==> src/rtl/uart_pkg.sv <==
// Shared UART definitions: receiver FSM states, parity modes and frame geometry.
// Intended to be imported by both the receiver and the transmitter.
package uart_pkg;

    typedef enum logic [2:0] {
        REPOSO,
        INICIO,
        DATOS,
        PARIDAD_B,
        PARO
    } estado_t;

    localparam int PAR_CERO    = 0;
    localparam int PAR_PAR     = 1;
    localparam int PAR_IMPAR   = 2;
    localparam int PAR_NINGUNA = 3;

    localparam int BITS_DATO = 8;
    localparam int IDX_W     = $clog2(BITS_DATO);

endpackage

==> src/rtl/sincronizador.sv <==
// Two-flop synchronizer for the asynchronous RX pin; resets to the idle (high) level.
module sincronizador (
    input  logic clk,
    input  logic reset,
    input  logic d,
    output logic q
);

    logic meta;

    always_ff @(posedge clk) begin
        // NOTE: reset to 1 (line idle) so leaving reset never looks like a start edge.
        if (!reset) begin
            meta <= 1'b1;
            q    <= 1'b1;
        end else begin
            meta <= d;
            q    <= meta;
        end
    end

endmodule

==> src/rtl/receptor_uart.sv <==
// UART receiver: mid-bit sampling at CLKS_PER_BIT, 8 data bits LSB first,
// optional parity, one stop bit; one-cycle listo pulse with error flags.
module receptor_uart
    import uart_pkg::*;
#(
    parameter int CLKS_PER_BIT = 16,
    parameter int PARIDAD      = 0
) (
    input  logic       clk,
    input  logic       reset,
    input  logic       entradaRx,
    output logic [7:0] datoRx,
    output logic       listo,
    output logic       errParidad,
    output logic       errTrama,
    output logic       ocupado
);

    localparam int H  = CLKS_PER_BIT / 2;
    localparam int CW = $clog2(CLKS_PER_BIT);
    localparam logic [CW-1:0] CNT_MEDIO = CW'(H - 1);
    localparam logic [CW-1:0] CNT_BIT   = CW'(CLKS_PER_BIT - 1);

    logic                 rxs, rxs_prev;
    estado_t              estado, estado_sig;
    logic [CW-1:0]        cnt, cnt_sig;
    logic [IDX_W-1:0]     idx, idx_sig;
    logic [BITS_DATO-1:0] shift, shift_sig;
    logic                 par_err, par_err_sig;
    logic                 esperado;
    logic [7:0]           dato_sig;
    logic                 listo_sig, errp_sig, errt_sig;

    sincronizador u_sinc (
        .clk   (clk),
        .reset (reset),
        .d     (entradaRx),
        .q     (rxs)
    );

    always_comb begin
        case (PARIDAD)
            PAR_PAR:   esperado = ^shift;
            PAR_IMPAR: esperado = ~^shift;
            default:   esperado = 1'b0;
        endcase
    end

    always_comb begin
        // NOTE: every output of this block gets a default first, so no path can infer a latch.
        estado_sig  = estado;
        cnt_sig     = cnt + 1'b1;
        idx_sig     = idx;
        shift_sig   = shift;
        par_err_sig = par_err;
        listo_sig   = 1'b0;
        dato_sig    = datoRx;
        errp_sig    = errParidad;
        errt_sig    = errTrama;

        case (estado)
            REPOSO: begin
                cnt_sig = '0;
                if (rxs_prev && !rxs) estado_sig = INICIO;
            end
            INICIO: begin
                if (cnt == CNT_MEDIO) begin
                    cnt_sig    = '0;
                    idx_sig    = '0;
                    estado_sig = rxs ? REPOSO : DATOS;
                end
            end
            DATOS: begin
                if (cnt == CNT_BIT) begin
                    cnt_sig        = '0;
                    shift_sig[idx] = rxs;
                    if (idx == IDX_W'(BITS_DATO - 1))
                        estado_sig = (PARIDAD == PAR_NINGUNA) ? PARO : PARIDAD_B;
                    else
                        idx_sig = idx + 1'b1;
                end
            end
            PARIDAD_B: begin
                if (cnt == CNT_BIT) begin
                    cnt_sig     = '0;
                    par_err_sig = rxs ^ esperado;
                    estado_sig  = PARO;
                end
            end
            PARO: begin
                if (cnt == CNT_BIT) begin
                    cnt_sig    = '0;
                    estado_sig = REPOSO;
                    listo_sig  = 1'b1;
                    dato_sig   = shift;
                    errt_sig   = ~rxs;
                    errp_sig   = (PARIDAD == PAR_NINGUNA) ? 1'b0 : par_err;
                end
            end
            default: estado_sig = REPOSO;
        endcase
    end

    always_ff @(posedge clk) begin
        if (!reset) begin
            estado     <= REPOSO;
            rxs_prev   <= 1'b1;
            cnt        <= '0;
            idx        <= '0;
            shift      <= '0;
            par_err    <= 1'b0;
            listo      <= 1'b0;
            datoRx     <= '0;
            errParidad <= 1'b0;
            errTrama   <= 1'b0;
        end else begin
            estado     <= estado_sig;
            rxs_prev   <= rxs;
            cnt        <= cnt_sig;
            idx        <= idx_sig;
            shift      <= shift_sig;
            par_err    <= par_err_sig;
            listo      <= listo_sig;
            datoRx     <= dato_sig;
            errParidad <= errp_sig;
            errTrama   <= errt_sig;
        end
    end

    assign ocupado = (estado != REPOSO);

endmodule

==> config.mk <==
export PLATFORM = sky130hd
export DESIGN_NAME = receptor_uart
export DESIGN_NICKNAME = d
export VERILOG_FILES = /design/src/rtl/uart_pkg.sv /design/src/rtl/sincronizador.sv /design/src/rtl/receptor_uart.sv
export SDC_FILE = /design/constraint.sdc
export NUM_CORES = 1
export LEC_CHECK = 0
export CAP_MARGIN = 0
export CORE_MARGIN = 5
export CORE_UTILIZATION = 50
export CTS_BUF_LIST = sky130_fd_sc_hd__clkbuf_2 sky130_fd_sc_hd__clkbuf_4 sky130_fd_sc_hd__clkbuf_8
export CTS_CLUSTER_DIAMETER = 50
export DETAILED_ROUTE_END_ITERATION = 7
export PLACE_DENSITY = 0.72
export SYNTH_ARGS = -nofsm -noshare
export SYNTH_HDL_FRONTEND = slang
export SYNTH_SLANG_ARGS = --single-unit
==> constraint.sdc <==
create_clock -name clk -period 2.59 [get_ports clk]
set_input_delay 0.777 -clock clk [delete_from_list [all_inputs] [get_ports clk]]
set_output_delay 0.777 -clock clk [all_outputs]
set_load 0.05 [all_outputs]
==> run_results.csv <==
group,metric,value,unit
run_status,outcome,"finished, final reports clean",
synthesis,yosys_register_bits,33,
clocking,numCtsBuffers,5,
timing,drv_slew,0,
power_and_ir_drop,power_density,510,mW/mm^2
timing,fin_crit_sh,97.1,%
grt,track_usage,15.3,%
cells_and_area,finalNetCount,172,
worst_setup_path,crit_fanout,2,
synthesis,synth.distinct_cells,38,
clocking,clockBufferDepth,2,
power_and_ir_drop,power.share.clock,33.6,%
worst_setup_path,cp-end-kind,"output pin",
synthesis,seq_area_frac_synth,46.4,%
cells_and_area,synthToLayoutAreaGrowth,15.7,%
timing,period_minus_slack,2.52,ns
clocking,post-cts-setup-buffer-count,0,
placed_design,gp_congestion,0.789,
cells_and_area,final_util,60.2,%
floorplan,chipHeight,63.3,um
placed_design,placed_area,0.00159,mm^2
routing,wire_per_inst,14.1,um
placed_design,numPortBuffers,14,
floorplan,ios,15,
timing,whs,0.417,ns
power_and_ir_drop,seqPwrFrac,61.2,%
floorplan,dieArea,0.00401,mm^2
synthesis,synth_top_area_share,46.4,%
grt,grt_max_degree,19,
floorplan,start_util,52.0,%
grt,grt_pass1_wl,5040,um
routing,ant_nets,0,
routing,drt_pass1_iterations,4,
power_and_ir_drop,ir_worst_vdd,0.486,mV
synthesis,syn-num-nets,155,
grt,antenna_found_initial,0,
grt,grt_pass1_vias,1109,
synthesis,synth_area,0.00142,mm^2
routing,drt-initial-drc-count,65,
timing,hold_violations,0,
timing,setup-tns-final,0,ns
flow_run,max_cap_viol_count,0,
clocking,htreeDepth,2,
clocking,clk_pin_slew,0.10,ns
routing,routed_wl,2800,um
worst_setup_path,worstPathRequired,1.81,ns
clocking,cts_sinks,33,
cells_and_area,stdcell_area,0.00165,mm^2
clocking,worst_skew_pair.late_latency,0.32,ns
timing,rsz0062_at_grt,"false",
worst_setup_path,cp.arrival,1.74,ns
power_and_ir_drop,switching_share,23.5,%
worst_hold_path,hold_path_class,"reg -> reg",
power_and_ir_drop,comb_power_share,5.2,%
cells_and_area,antenna_cells,0,
power_and_ir_drop,p_sw,0.197,mW
placed_design,dp_hpwl,2010,um
synthesis,yosys_warnings,0,
timing,setup_viol,0,
synthesis,syn_avg_cell_area,9.55,um^2
floorplan,core,0.00273,mm^2
cells_and_area,layout.area.seq,661,um^2
floorplan,die_x,63.3,um
clocking,tritoncts,"built",
timing,slew-limit-headroom,66.4,%
floorplan,std_cell_rows,19,
routing,via_per_inst,5.90,
clocking,ctsHoldBuffers,0,
timing,worst_pin_slew,0.502,ns
cells_and_area,layout_common_cells,"dfxtp_1, nor2_1, mux2i_1",
worst_setup_path,cp-start-kind,"flip-flop",
routing,vias,1168,
clocking,cts-resized-gates,0,
synthesis,syn_inst,149,
power_and_ir_drop,p_leak,0.696,nW
synthesis,synth_area_leaders,"dfxtp_1, mux2i_1, nor2_1",
cells_and_area,fillers,242,
power_and_ir_drop,internal_power,0.642,mW
cells_and_area,drive_gt1_share,10.2,%
worst_setup_path,worst-setup-path-type,"reg -> out",
synthesis,yosysTopAreaCell,"dfxtp_1",
timing,clock_skew,0.00449,ns
clocking,clock-root-buffer,"clkbuf_4",
cells_and_area,layout_commonest_cell,"dfxtp_1",
timing,fmax,397,MHz
grt,grt-ovfl-total,0,
cells_and_area,multi_input_area,702,um^2
routing,drc_errors,0,
## power by group through the flow
stage               registers [mW]  clock network (mW)  logic, mW
floorplan                    0.525                   0     0.0298
global placement             0.524                   0     0.0425
detailed placement           0.525                   0     0.0432
CTS                          0.513               0.290     0.0433
global route                 0.514               0.318     0.0472
finish                       0.513               0.282     0.0437
## critical path, cell delays in order (launching register included)
cell and delay (ns):
dfxtp_1 0.32, or3_1 0.39, clkdlybuf4s50_1 0.71
## routing by layer
layer	share of wire (%)	global-route usage [%]	routed length, um
met1	47	19.3	1310
met5	0	0	0
met2	46	23.6	1280
met4	0.89	7.27	25
met3	6.4	4.97	180
## registers in the layout, indices dropped and copies added (netlist names)
register,count
estado,3
listo,1
cnt,4
errTrama,1
datoRx,8
rxs_prev,1
par_err,1
idx,3
u_sinc.q,1
errParidad,1
shift,8
u_sinc.meta,1
## worst paths after layout
| check | cells past startpoint | slack (ns) | endpoint | startpoint |
|---|---|---|---|---|
| worst min-delay path | 1 | 0.42 | u_sinc.q$_SDFF_PN1_ | u_sinc.meta$_SDFF_PN1_ |
| worst max register to register | 5 | 0.84 | estado[1]$_SDFFE_PN0P_ | idx[1]$_SDFFE_PN0P_ |
| worst min register to register | 1 | 0.42 | u_sinc.q$_SDFF_PN1_ | u_sinc.meta$_SDFF_PN1_ |
| worst max-delay path | 2 | 0.07 | ocupado | estado[2]$_SDFFE_PN0P_ |
## synth_stat cells
cell type  instances
a2111o_1           1
a2111oi_2          1
a211o_1            1
a21oi_1            3
a32o_1             1
and3_1             3
buf_2              3
buf_4              1
buf_6              1
clkbuf_1           4
clkinv_1           1
dfxtp_1           33
ha_1               3
inv_1              1
inv_2              1
mux2i_1           16
nand2_1            9
nand2b_1           4
nand3_1           10
nand3b_1           1
nand4_1            2
nor2_1            19
nor3b_1            2
nor3b_2            1
nor4_1             4
o211ai_1           1
o21a_1             1
o21ai_0            1
o21ai_1            4
o21bai_1           1
o311ai_1           2
o31ai_1            2
o32a_1             1
o41ai_1            2
or2_4              1
or3_1              2
or3b_1             3
xor2_1             2
## through the flow
step | power [mW] | setup WS (ns) | std cells
2_1_floorplan | 0.554 | 0.739 | 149
3_3_place_gp | 0.567 | 0.448 | 190
3_5_place_dp | 0.568 | 0.413 | 190
4_1_cts | 0.846 | 0.0530 | 198
5_1_grt | 0.879 | 0.00363 | 198
6_report | 0.839 | 0.0738 | 198
## cells by family (layout without fill, tap and decap cells)
family          after synthesis  in the layout  share of synthesized area [%]
fa+ha+maj                     3              3                           2.64
flops                        33             33                           46.4
mux                          16             16                           11.3
compound gates               22             22                           11.8
buf+inv                      12             30                           4.22
xor+xnor                      2              2                           1.23
simple gates                 61             61                           22.4
## cell type report
class | instances | area share, %
multi-input cells | 104 | 42.7
repair buffers | 19 | 10.8
inverters | 3 | 0.684
clock inverters | 2 | 0.608
well taps | 31 | 2.36
flip-flops and latches | 33 | 40.2
clock buffers | 6 | 2.74
(Power assumes the default switching activity.)
